--- config.mk ---
export PLATFORM = sky130hd
export DESIGN_NAME = harmonic_sequencer
export DESIGN_NICKNAME = d
export VERILOG_FILES = /design/src/rtl/harmonic_sequencer.sv
export SDC_FILE = /design/constraint.sdc
export NUM_CORES = 1
export LEC_CHECK = 0
export ABC_AREA = 1
export CAP_MARGIN = 30
export CORE_ASPECT_RATIO = 1.2
export CORE_MARGIN = 2
export CORE_UTILIZATION = 50
export CTS_BUF_LIST = sky130_fd_sc_hd__clkbuf_4 sky130_fd_sc_hd__clkbuf_8 sky130_fd_sc_hd__clkbuf_16
export DETAILED_ROUTE_END_ITERATION = 6
export PLACE_DENSITY = 0.73
export SYNTH_ARGS = -nofsm -noshare
export SYNTH_HDL_FRONTEND = slang
export SYNTH_SLANG_ARGS = --single-unit
--- constraint.sdc ---
create_clock -name fpga_clock -period 22.6 [get_ports fpga_clock]
set_clock_uncertainty 0.2 [all_clocks]
set_input_delay 4.52 -clock fpga_clock [delete_from_list [all_inputs] [get_ports fpga_clock]]
set_output_delay 4.52 -clock fpga_clock [all_outputs]
set_load 0.02 [all_outputs]
--- src/rtl/harmonic_sequencer.sv ---
// rtl/harmonic_sequencer.sv - per-sample harmonic scheduler sharing one SineLUT port, summing to one DAC word
// Optional feature macro: HARM_ROLLOFF_EN (weights harmonic h by 2^-floor(log2 h))
module harmonic_sequencer #(
  parameter int          NUM_HARM       = 8,
  parameter int          SAMPLERATE     = 48000,
  parameter int          SAMPLEINTERVAL = 1750,
  parameter int          OUT_SHIFT      = 3,
  parameter logic [7:0]  CHANNEL_CMD    = 8'b00110001
) (
  input  logic                fpga_clock,
  input  logic                reset,
  input  logic [15:0]         frequency,
  input  logic [NUM_HARM-1:0] harm_en,
  output logic [10:0]         lut_addr,
  input  logic [15:0]         lut_value,
  output logic [23:0]         dac_data,
  output logic                dac_send,
  output logic                busy
);

  localparam int AW  = 16 + $clog2(NUM_HARM + 1);
  localparam int TW  = (SAMPLEINTERVAL > 1) ? $clog2(SAMPLEINTERVAL) : 1;
  localparam int HIW = (NUM_HARM > 1) ? $clog2(NUM_HARM) : 1;
  localparam logic [16:0]          SR17 = 17'(SAMPLERATE);
  localparam logic signed [AW-1:0] SMAX = AW'(32767);
  localparam logic signed [AW-1:0] SMIN = AW'(-32768);

  typedef enum logic [2:0] {IDLE, PHASE, ADDR, WAIT, ACC, SEND} state_t;

  state_t                state, state_n;
  logic [TW-1:0]         timer;
  logic                  tick;
  logic [15:0]           freq_l;
  logic [15:0]           inc;
  logic [15:0]           freq_red;
  logic [15:0]           phase [NUM_HARM];
  logic [HIW-1:0]        hi;
  logic                  last;
  logic signed [AW-1:0]  acc;
  logic signed [AW-1:0]  term;
  logic signed [AW-1:0]  shifted;
  logic [15:0]           code;

  // Modular add for values already below SAMPLERATE: one conditional subtract suffices.
  function automatic logic [15:0] mod_add(input logic [15:0] a, input logic [15:0] b);
    logic [16:0] s;
    s = {1'b0, a} + {1'b0, b};
    if (s >= SR17) s = s - SR17;
    return s[15:0];
  endfunction

`ifdef HARM_ROLLOFF_EN
  function automatic int flog2(input int v);
    int r;
    r = 0;
    for (int i = 1; i < 5; i++) if (v >= (1 << i)) r = i;
    return r;
  endfunction
`endif

  assign tick     = (timer == '0);
  assign last     = (hi == HIW'(NUM_HARM - 1));
  assign busy     = (state != IDLE);
  assign freq_red = (frequency >= 16'(SAMPLERATE)) ? frequency - 16'(SAMPLERATE) : frequency;

  // Free-running sample-period timer; the tick is the zero count.
  always_ff @(posedge fpga_clock or posedge reset) begin
    if (reset)                                timer <= '0;
    else if (timer == TW'(SAMPLEINTERVAL - 1)) timer <= '0;
    else                                      timer <= timer + 1'b1;
  end

  // Per-harmonic term and saturated output code.
  always_comb begin
`ifdef HARM_ROLLOFF_EN
    term = AW'($signed(lut_value)) >>> flog2(int'(hi) + 1);
`else
    term = AW'($signed(lut_value));
`endif
    shifted = acc >>> OUT_SHIFT;
    if (shifted > SMAX)      code = 16'h7FFF;
    else if (shifted < SMIN) code = 16'h8000;
    else                     code = shifted[15:0];
  end

  // State register.
  always_ff @(posedge fpga_clock or posedge reset) begin
    if (reset) state <= IDLE;
    else       state <= state_n;
  end

  // Next-state sequencing: four cycles per harmonic, then one send cycle.
  always_comb begin
    state_n = state;
    case (state)
      IDLE:    if (tick) state_n = PHASE;
      PHASE:   state_n = ADDR;
      ADDR:    state_n = WAIT;
      WAIT:    state_n = ACC;
      ACC:     state_n = last ? SEND : PHASE;
      SEND:    state_n = IDLE;
      default: state_n = IDLE;
    endcase
  end

  // Datapath: phase/increment update, LUT addressing, accumulation and DAC word.
  always_ff @(posedge fpga_clock or posedge reset) begin
    if (reset) begin
      freq_l   <= '0;
      inc      <= '0;
      hi       <= '0;
      acc      <= '0;
      lut_addr <= '0;
      dac_data <= '0;
      dac_send <= 1'b0;
      for (int i = 0; i < NUM_HARM; i++) phase[i] <= '0;
    end else begin
      dac_send <= 1'b0;
      case (state)
        IDLE: if (tick) begin
          freq_l <= freq_red;
          inc    <= freq_red;
          hi     <= '0;
          acc    <= '0;
        end
        PHASE: begin
          phase[hi] <= mod_add(phase[hi], inc);
          inc       <= mod_add(inc, freq_l);
        end
        ADDR: lut_addr <= phase[hi][15:5];
        ACC: begin
          if (harm_en[hi]) acc <= acc + term;
          if (!last)       hi  <= hi + 1'b1;
        end
        SEND: begin
          dac_data <= {CHANNEL_CMD, code ^ 16'h8000};
          dac_send <= 1'b1;
        end
        default: ;
      endcase
    end
  end

endmodule

### Word-level counts from Yosys, hierarchy flattened

Cells that the tools add are included.

| word-level totals | value |
|---|---|
| register bits | 226 |
| bits in latches | 0 |
| bits in writable memories | 0 |
| memory bits (read-only) | 0 |
| input port bits | 42 |
| output and inout bits | 37 |
| logic and storage cells | 82 |
| memories kept | 0 |

| cells by class | value |
|---|---|
| add/subtract/negate cells | 8 |
| multipliers | 0 |
| div/mod/pow operators | 0 |
| magnitude comparators | 8 |
| eq/ne operators | 10 |
| shift-type cells | 0 |
| mux-type cells | 27 |
| bitwise gates (word level) | 2 |
| reduce and logical (&&, ||, !) cells | 10 |

Operators by type and width:

| operator | number |
|---|---|
| $mux 16 | 10 |
| $bwmux 128 | 1 |
| $bmux 16 s3 | 1 |
| $demux 16 s3 | 1 |
| $sub 16x16->16 const B | 3 |
| $mux 20 | 2 |
| $pmux 20 s2 | 1 |
| $add 16x16->17 | 2 |
| $ge 17x16->1 const B | 2 |
| $pmux 16 s2 | 1 |
| $add 20x16->20 | 1 |
| $gt 17x16->1 const B | 1 |
| $lt 17x16->1 const B | 1 |
| $ge 16x16->1 const B | 1 |
| $pmux 3 s5 | 1 |
| $mux 3 | 4 |
| $add 11x1->11 const B | 1 |
| $eq 11x11->1 const B | 1 |
| $logic_not 11->1 | 1 |
| $mux 11 | 1 |
| $eq 3x3->1 const B | 3 |
| $eq 3x2->1 const B | 2 |
| $ne 2x2->1 const B | 3 |
| $pmux 3 s2 | 1 |
| other kinds (15) | 19 |

### Logic depth before layout (Yosys ltp)

| depth | value |
|---|---|
| depth in word-level cells | 9 |
| depth in mapped cells | 30 |
| gate-level depth less buffers | 30 |

### Worst setup path after synthesis

Ideal clock, no wire load.

| timing | value |
|---|---|
| path type | input to register |
| start | input lut_value[3] |
| end | register acc[19] |
| setup time | 0.117 ns |
| arrival | 6.208 ns |
| required time | 22.283 ns |
| slack | 16.075 ns |
| stages on the path | 13 |
| path buffers | 0 |
| path through | ha_1 -> nand2_1 -> inv_1 -> nand3_1 -> nor3_1 -> a21oi_1 -> o21ai_0 -> nand2_1 -> nand2_1 -> a21oi_1 -> or2_2 -> nand3_1 -> nand2_1 |

| on the way | value |
|---|---|
| word-level cells in the longest chain between the ends | 3 |

Ends and longest elaborated chain:

| what | line | source |
|---|---|---|
| from (decl) | 15 | `input logic [15:0] lut_value,` |
| $add 20x16->20 | 132 | `if (harm_en[hi]) acc <= acc + term;` |
| $mux 20 | 132 |  |
| $pmux 20 s2 | 119 | `case (state)` |
| to (signal assigned) | 132 |  |
| to (decl) | 39 | `logic signed [AW-1:0] acc;` |

Every way passes these cells. The select of a mux whose other input is x is not followed.
A chain may end at the register's enable or synchronous reset.

### Worst setup path after layout

Ends and elaborated chain as after synthesis.

==> results.cfg <==
[status]
outcome = completed

[floorplanning]
fp.dieW_um = 155
dieArea_um2 = 28800
die_h_um = 186
rows = 66
core_area_um2 = 27100
boundaryPins = 79
start_util = 0.507

[sta]
worstMarginPinSlew_ns = 0.941
worst_hold_slack_ns = 0.277
worst_slack_ns = 15.87
tns_ns = 0
clock.fmax_mhz = 148
report.final.slew_viol_count = 0
setup_viol = 0
rsz0062_at_grt = false
timing.final.crit_share = 0.298
slew-limit-headroom = 0.370
hold_viol_final = 0
period_minus_slack_ns = 6.73

[setup_path]
cp_data_required_time_ns = 22.82
crit_fanout = 5
critical_path_class = in -> reg
cp_top_family = simple AND/OR/NAND/NOR gates
slowest_delay_ns = 0.42
arrival_ns = 6.96
critPathMostFrequentCell = nand2_1
crit_buf_inv = 2
cp-end-kind = register
path_cells = clkdlybuf4s50_1 > ha_1 > nand2_1 > inv_1 > nand3_1 > nor3_1 > a21oi_1 > o21ai_0 > nand2_1 > nand2_1 > a21oi_1 > or2_2 > nand3_1 > nand2_1
cp-start-kind = primary input
slowest_stage = clkdlybuf4s50_1

[global_route]
grt_most_used_layer = met2
grt_use_met1 = 0.346
grt_use_total = 0.262
overflow = 0
grt_pass1_wl_mm = 61.3
grt_util_met3 = 0.0272
use_met2 = 0.455
antenna_found_initial = 0
grt_start_max_net_pins = 131
first_global_vias = 12300

[cells_and_area]
n_antenna_cell = 0
fill_cells = 2471
finalNetCount = 2056
area_growth_syn_to_layout_pct = 14.5
drive_above_1_share = 0.0655

[power]
power_density_nw_per_um2 = 166
power.total_mw = 2.61
p_sw_frac = 0.497
power_frac_clock = 0.171
seqPwrFrac = 0.253
p_int_mw = 1.31
comb_power_share = 0.577
vdd_drop_max_mv = 0.145
power_leakage_nw = 8.02
p_sw_mw = 1.30

[logic_synthesis]
ys_async_sr_fraction = 1.00
yosys.area.top_type_share = 0.412
ys_warn_count = 0
synth_area_um2 = 13700
synth_commonest_cells = nand2_1 (631), dfrtp_1 (226), inv_1 (192)
synth_edf_count = 0
yosys.cell_types.count = 58
netlist_instances = 1889
synth_top_cell_by_area = dfrtp_1
avgSynthCellArea_um2 = 7.27
synthFlopType = dfrtp_1
ys_seq_area_frac = 0.412
ys_ff_latch = 226
synth.most_common_cell = nand2_1
synthTopCellsByArea = dfrtp_1 (41%), nand2_1 (17%), nand3_1 (5.9%)

[detailed_routing]
drtPass1Iterations = 5
wire_per_inst_um = 16.1
ant_nets = 0
drt_wl_total_mm = 37.3
drtIter0Drc = 973
vias_per_cell = 5.48
vias = 12700
drc = 0

[min_path]
hold_path.class = reg -> reg

[cts]
clk_pin_slew_ns = 0.06
post_cts.repair.setup_buffers = 0
cts_tree = built
clock_latency_ns = 0.53
htree_levels = 1
clock_sinks = 226
clockRootBuffer = clkbuf_16
cts_buffers = 24
cts_resized = 0
ctsHoldBuffers = 0
clk_path_buf_depth = 3

[flow_run]
maxCapViolCount = 0

[placement]
io_buffers = 73
gp_congestion = 0.895
hpwl_mm = 26.4
dp_slack_ns = 15.34
## cell families after synthesis
| family | after synthesis | synth area share |
|---|---|---|
| simple gates | 1033 | 0.326 |
| compound gates | 296 | 0.120 |
| buf+inv | 256 | 0.0730 |
| flops | 226 | 0.412 |
| fa+ha+maj | 62 | 0.0581 |
| xor+xnor | 15 | 0.0107 |
| other cells | 1 | 0.000273 |
## state kept, by name (all words and copies together), names as in the netlist, 3 cells and up
name / cells
inc: 16
state: 3
dac_data: 17
phase: 128
timer: 11
acc: 20
hi: 3
lut_addr: 11
freq_l: 16
## final timing paths
check                              end  cells past startpoint  slack (ns)          from
setup / recovery               acc[19]                     14       15.87  lut_value[3]
hold / removal             dac_data[6]                      2        0.28   dac_data[6]
setup reg to reg            phase[106]                     22       17.37         hi[0]
hold reg to reg            dac_data[6]                      2        0.28   dac_data[6]
max in group asynchronous     timer[2]                      5       16.65         reset
min in group asynchronous  dac_data[5]                      2        4.12         reset
## power by group through the flow
| stage | clock network, mW | logic, mW | registers, mW |
|---|---|---|---|
| 2_1_floorplan | 0 | 1.09 | 0.662 |
| 3_3_place_gp | 0 | 1.46 | 0.658 |
| 3_5_place_dp | 0 | 1.48 | 0.661 |
| 4_1_cts | 0.454 | 1.49 | 0.656 |
| 5_1_grt | 0.472 | 1.67 | 0.677 |
| 6_report | 0.446 | 1.50 | 0.659 |
## metrics by stage
stage,area (um^2),std cells,utilization
CTS,15700,2308,0.580
global route,15700,2309,0.581
floorplan,13800,1893,-
finish,15700,2309,0.581
global placement,14800,2261,0.545
detailed placement,14800,2265,0.547
## worst min-delay path, cell delays in order, from the launching register on
cell	delay [ns]
dfrtp_1	0.34
nand2_1	0.05
nand2_1	0.05
## layer usage
layer	vias to the layer above	share of wire
met4	0	0.027
met5	-	0
met2	383	0.48
li1	6265	-
met3	65	0.048
met1	5946	0.44
## layout make-up
| type | count | area, um^2 | area share |
|---|---|---|---|
| clock buffers | 32 | 679 | 0.0432 |
| inverters | 198 | 751 | 0.0477 |
| multi-input cells | 1411 | 7090 | 0.451 |
| well taps | 340 | 425 | 0.0270 |
| flip-flops and latches | 226 | 5660 | 0.359 |
| clock inverters | 11 | 216 | 0.0138 |
| repair buffers | 91 | 913 | 0.0580 |
## cell usage in the layout, fill, tap and decap left out, drive strengths merged, types with 2 or more instances in the layout
master	netlist	layout
dfrtp	226	226
xnor2	3	3
o21a	2	2
nand2	662	662
xor2	12	12
o21bai	3	3
nor3	15	15
nor3b	4	4
a31oi	2	2
or2	6	6
nand3b	8	8
clkbuf	43	32
o31ai	3	3
nor4	5	5
a21oi	77	77
nor2	136	136
a31o	2	2
clkinv	3	8
a211oi	2	2
a22o	2	2
clkdlybuf4s50	0	73
bufinv	0	6
o21ai	157	157
and2	7	7
o211ai	21	21
ha	59	59
nand3	166	166
buf	15	18
a21o	3	3
and3	3	3
nand4	21	21
inv	195	195
o221ai	4	4
o22ai	14	14
fa	3	3
conb	1	5
No activity file was read; power rests on OpenSTA's default activity.
